===== src/rtl/mux_pkg.sv =====
// Shared constants and result type for the registered 32:1 bit selector.
// Both the RTL and the bench import this package.
package mux_pkg;

    localparam int N_IN  = 32;
    localparam int SEL_W = 5;

    // One registered sample: data bit plus the flag marking it as fresh.
    typedef struct packed {
        logic valid;
        logic data;
    } mux_result_t;

endpackage


===== src/rtl/mux_2to1.sv =====
// Single-bit 2:1 multiplexer, the leaf cell of the selector tree.
// Purely combinational: s=0 passes a, s=1 passes b.
module mux_2to1 (
    input  logic a,
    input  logic b,
    input  logic s,
    output logic y
);

    assign y = s ? b : a;

endmodule


===== src/rtl/mux_32_to_1.sv =====
// Registered 32:1 bit selector: a binary tree of mux_2to1 cells picks inp[sel],
// and a single output register stage captures it whenever in_valid is high.
module mux_32_to_1 #(
    parameter int N_IN  = mux_pkg::N_IN,
    parameter int SEL_W = mux_pkg::SEL_W
) (
    input  logic             clk,
    input  logic             rst_n,
    input  logic [N_IN-1:0]  inp,
    input  logic [SEL_W-1:0] sel,
    input  logic             in_valid,
    output logic             out,
    output logic             out_valid
);

    import mux_pkg::*;

    localparam int N_NODE = 2 * N_IN - 1;

    // Heap-ordered tree: node n has children 2n+1 / 2n+2, node 0 is the root,
    // and the top N_IN entries are the raw inputs in index order.
    wire [N_NODE-1:0] node;
    logic             mux_val;

    assign node[N_NODE-1:N_IN-1] = inp;

    // Depth d from the root is tree level SEL_W-1-d counted from the leaves,
    // so the leaf-side muxes steer on sel[0] and the root on the MSB.
    for (genvar d = 0; d < SEL_W; d++) begin : g_lvl
        for (genvar j = 0; j < (1 << d); j++) begin : g_node
            localparam int IDX = (1 << d) - 1 + j;
            mux_2to1 u_mux (
                .a (node[2*IDX+1]),
                .b (node[2*IDX+2]),
                .s (sel[SEL_W-1-d]),
                .y (node[IDX])
            );
        end
    end

    assign mux_val = node[0];

    // Handshake: in_valid=1 means inp/sel are sampled on this rising edge;
    // out_valid follows one cycle later for exactly one cycle per sample.
    // There is no ready -- every valid sample is accepted.
    mux_result_t res_q, res_d;

    always_comb begin
        res_d.valid = in_valid;
        res_d.data  = res_q.data;
        if (in_valid) begin
            res_d.data = mux_val;
        end
    end

    always_ff @(posedge clk or negedge rst_n) begin
        if (!rst_n) begin
            res_q <= '0;
        end else begin
            res_q <= res_d;
        end
    end

    assign out       = res_q.data;
    assign out_valid = res_q.valid;

endmodule


===== config.mk =====
export PLATFORM = sky130hd
export DESIGN_NAME = mux_32_to_1
export DESIGN_NICKNAME = d
export VERILOG_FILES = /design/src/rtl/mux_pkg.sv /design/src/rtl/mux_2to1.sv /design/src/rtl/mux_32_to_1.sv
export SDC_FILE = /design/constraint.sdc
export NUM_CORES = 1
export LEC_CHECK = 0
export ABC_CLOCK_PERIOD_IN_PS = 1100
export CAP_MARGIN = 10
export CORE_MARGIN = 2
export CORE_UTILIZATION = 27
export CTS_CLUSTER_SIZE = 20
export DETAILED_ROUTE_END_ITERATION = 7
export GPL_TIMING_DRIVEN = 0
export HOLD_SLACK_MARGIN = 0.1
export PLACE_DENSITY = 0.77
export SLEW_MARGIN = 0
export SYNTH_ARGS = -nofsm -noshare
export SYNTH_HDL_FRONTEND = slang
export SYNTH_SLANG_ARGS = --single-unit

===== constraint.sdc =====
create_clock -name clk -period 1.1 [get_ports clk]
set_clock_uncertainty 0.2 [all_clocks]
set_input_delay 0.22 -clock clk [delete_from_list [all_inputs] [get_ports clk]]
set_output_delay 0.22 -clock clk [all_outputs]
set_load 0.01 [all_outputs]

==> metrics.md, run 1 <==
| Metric | Value |
|---|---|
| Status | finished with violations |
| Violated checks | setup timing |
| Post-route ant nets | 0 |
| GRT Overall Usage | 0.161 |
| Max FO, Critical Path | 7 |
| Sw Pwr | 0.151 mW |
| Rows | 13 |
| Post-synth cell types | 18 |
| CP max stage delay | 0.20 ns |
| PortBufs | 40 |
| Comb pwr share | 0.540 |
| CTS sink cnt | 2 |
| Minimum clock period | 1.22 ns |
| Hold Startpoint | sel[2] |
| Layout area overhead | 136% |
| Count of final hold-check violations | 0 |
| Initial Util | 0.290 |
| P_leak | 0.462 nW |
| Register area share after synthesis | 0.131 |
| Post-synthesis register bit count | 2 |
| Setup TNS | -0.187 ns |
| Max-Cap Viols | 0 |
| Die Wd | 41.6 um |
| Critical Path End Type | register |
| Fin. max-slew vios | 0 |
| Crit path buf inv count | 1 |
| Initial antenna violation count | 0 |
| Final cycle utilization of the critical path | 1.11 |
| Hold Slack | 0.246 ns |
| Reg power frac | 0.159 |
| Terminus of the critical flop-to-flop path | out |
| Post-Syn Nets | 84 |
| RSZ-0062 raised after global routing | yes |
| Headroom to the max-slew limit | 0.875 |
| Finished Layout Cells | 105 |
| CTS tree | built |
| Post-DR vias/cell | 5.01 |
| Core ar. | 1320 um2 |
| Final worst slack | -0.121 ns |
| Endpoint of the worst hold path | out |
| Nets@finish | 132 |
| Worst-path clk slew | 0.03 ns |
| Worst slew pin tran | 0.182 ns |
| CTS buffer count | 3 |
| HP Class | input pin to register |
| CP delay by family, top | compound AO/OA/AOI/OAI gates |
| CP Cell Sequence | buf_12, mux2i_1, a22oi_1, and3_4, a31oi_4, a41oi_2 |
| Antenna cells | 0 |
| Worst hold stages | 5 |
| Crit Path Class | input pin to register |
| WL/cell | 13.6 um |
| Full die area | 1730 um2 |
| Max Clk Rate | 819 MHz |
| Clock latency on the worst-skew pair | 0.22 ns |
| Final wirelength | 1430 um |
| Total number of vias | 526 |
| Post-Syn Area | 382 um2 |
| Mapped Cells | 44 |
| YS warnings | 0 |
| R2r startpoint | out |
| Startpoint types | input pin |
| Slowest CP cell | mux2i_1 |
| GPL Wtd Cong | 0.710 |
| Vias in the first global route | 532 |
| H-tree depth | 1 |
| Final setup violation count | 3 |
| Syn_area_per_cell | 8.67 um2 |
| Placed instance area | 810 um2 |
| CP required | 0.99 ns |
| Remaining DRCs | 0 |
| Power per Cell Area | 591 nW/um2 |
| DP Worst Slack | -0.854 ns |
| Root Buffer | clkbuf_4 |
| Internal Dissipation | 0.381 mW |
| Crit path DAT | 1.11 ns |
| GRT Residual Overflow | 0 |
| Number of top-level design ports | 42 |
| Worst path depth | 6 |
| DP Cell Count | 99 |
| Maximum buffer depth of the clock tree | 2 |
| Die height | 41.6 um |
| Worst VDD drop | 425 uV |
| Util after Layout | 0.684 |
| 1st-pass router iterations | 3 |
| DR iter-0 viols | 3 |
| R2R setup slack | 0.23 ns |
| Switching Share | 0.284 |
| Final instance area | 901 um2 |
| Pin count of the biggest net entering global routing | 11 |
| Clock group share of total power | 0.302 |
| Layout cells sized above 1 | 0.311 |
| PnR Total Power | 0.532 mW |
| Global-route wire length before repair | 2220 um |
| Worst Reg-to-Reg Cells | 2 |
==> cell usage after synthesis (all sizes together) <==
cell type / count / share of area
a31oi: 1 / 0.016
a211oi: 1 / 0.020
a21oi: 3 / 0.039
nand2: 4 / 0.039
nand4: 1 / 0.016
buf: 2 / 0.082
nand3: 1 / 0.013
and2: 1 / 0.016
and3: 1 / 0.016
a22o: 1 / 0.023
nor2b: 2 / 0.033
dfrtp: 2 / 0.13
mux2i: 16 / 0.42
nor2: 2 / 0.020
nand2b: 2 / 0.033
a41oi: 1 / 0.023
a22oi: 3 / 0.059
==> registers in the layout, indices dropped and copies added (netlist names) <==
| register | flops |
|---|---|
| out | 1 |
| out_valid | 1 |
==> power by group through the flow <==
stage / combinational [mW] / clock (mW) / sequential (mW)
detailed placement: 0.277 / 0 / 0.0858
global placement: 0.273 / 0 / 0.0853
floorplan: 0.102 / 0 / 0.0893
global route: 0.309 / 0.173 / 0.0852
CTS: 0.258 / 0.169 / 0.0847
finish: 0.287 / 0.161 / 0.0845
==> placed cells by master (no fill, tap or decap), types with 3 or more instances in the layout <==
cell type	netlist	final
buf_2	0	4
nand2_1	4	4
clkdlybuf4s50_1	0	6
clkbuf_4	0	3
mux2i_1	16	14
dlymetal6s2s_1	0	6
clkdlybuf4s15_1	0	3
dlygate4sd2_1	0	17
==> worst max path at each step <==
stage                 from   to  slack (ns)
floorplan           sel[0]  out       -0.19
global placement    sel[1]  out       -0.87
detailed placement  sel[1]  out       -0.85
CTS                 sel[0]  out       -0.13
global route        sel[0]  out       -0.18
finish              sel[0]  out       -0.12
==> per-layer routing <==
layer / GRT usage / vias up / wire (um)
met5: 0 / - / 0
met1: 0.182 / 240 / 521
li1: - / 260 / -
met4: 0.0774 / 0 / 0
met3: 0.0522 / 0 / 125
met2: 0.272 / 26 / 778
==> repair_timing <==
action,in CTS,in global routing
hold buffers,1,0
gates resized for setup,53,26
pin swaps,13,11
hold endpoints to repair,2,0
setup buffers,2,0
gates cloned,0,0
setup endpoints to repair,3,3
==> area by class of cell <==
class                      count  area (um2)
fill                         129         417
timing repair buffer          43         392
multi-input combinational     40         378
sequential                     2        50.0
buffer                         2        40.0
clock buffer                   3        22.5
tap                           15        18.8
==> cells by family after synthesis <==
| group | Yosys count | synth area share |
|---|---|---|
| buf+inv | 2 | 0.0820 |
| mux | 16 | 0.420 |
| compound gates | 10 | 0.180 |
| simple gates | 14 | 0.187 |
| flops | 2 | 0.131 |
==> worst reg2reg max path, stage by stage (launching register included) <==
cell and delay, ns:
dfrtp_1 0.36, nor2_1 0.13, a41oi_2 0.04
No activity file was read; power rests on OpenSTA's default activity.
==> run 2, diff against run 1 <==
--- a/config.mk
+++ b/config.mk
@@ -6,7 +6,6 @@
 export NUM_CORES = 1
 export LEC_CHECK = 0
 export ABC_CLOCK_PERIOD_IN_PS = 1100
-export CAP_MARGIN = 10
 export CORE_MARGIN = 2
 export CORE_UTILIZATION = 27
 export CTS_CLUSTER_SIZE = 20
==> results of run 2 <==
Same layout as run 1: the final DEF is identical, and so are final timing and power.
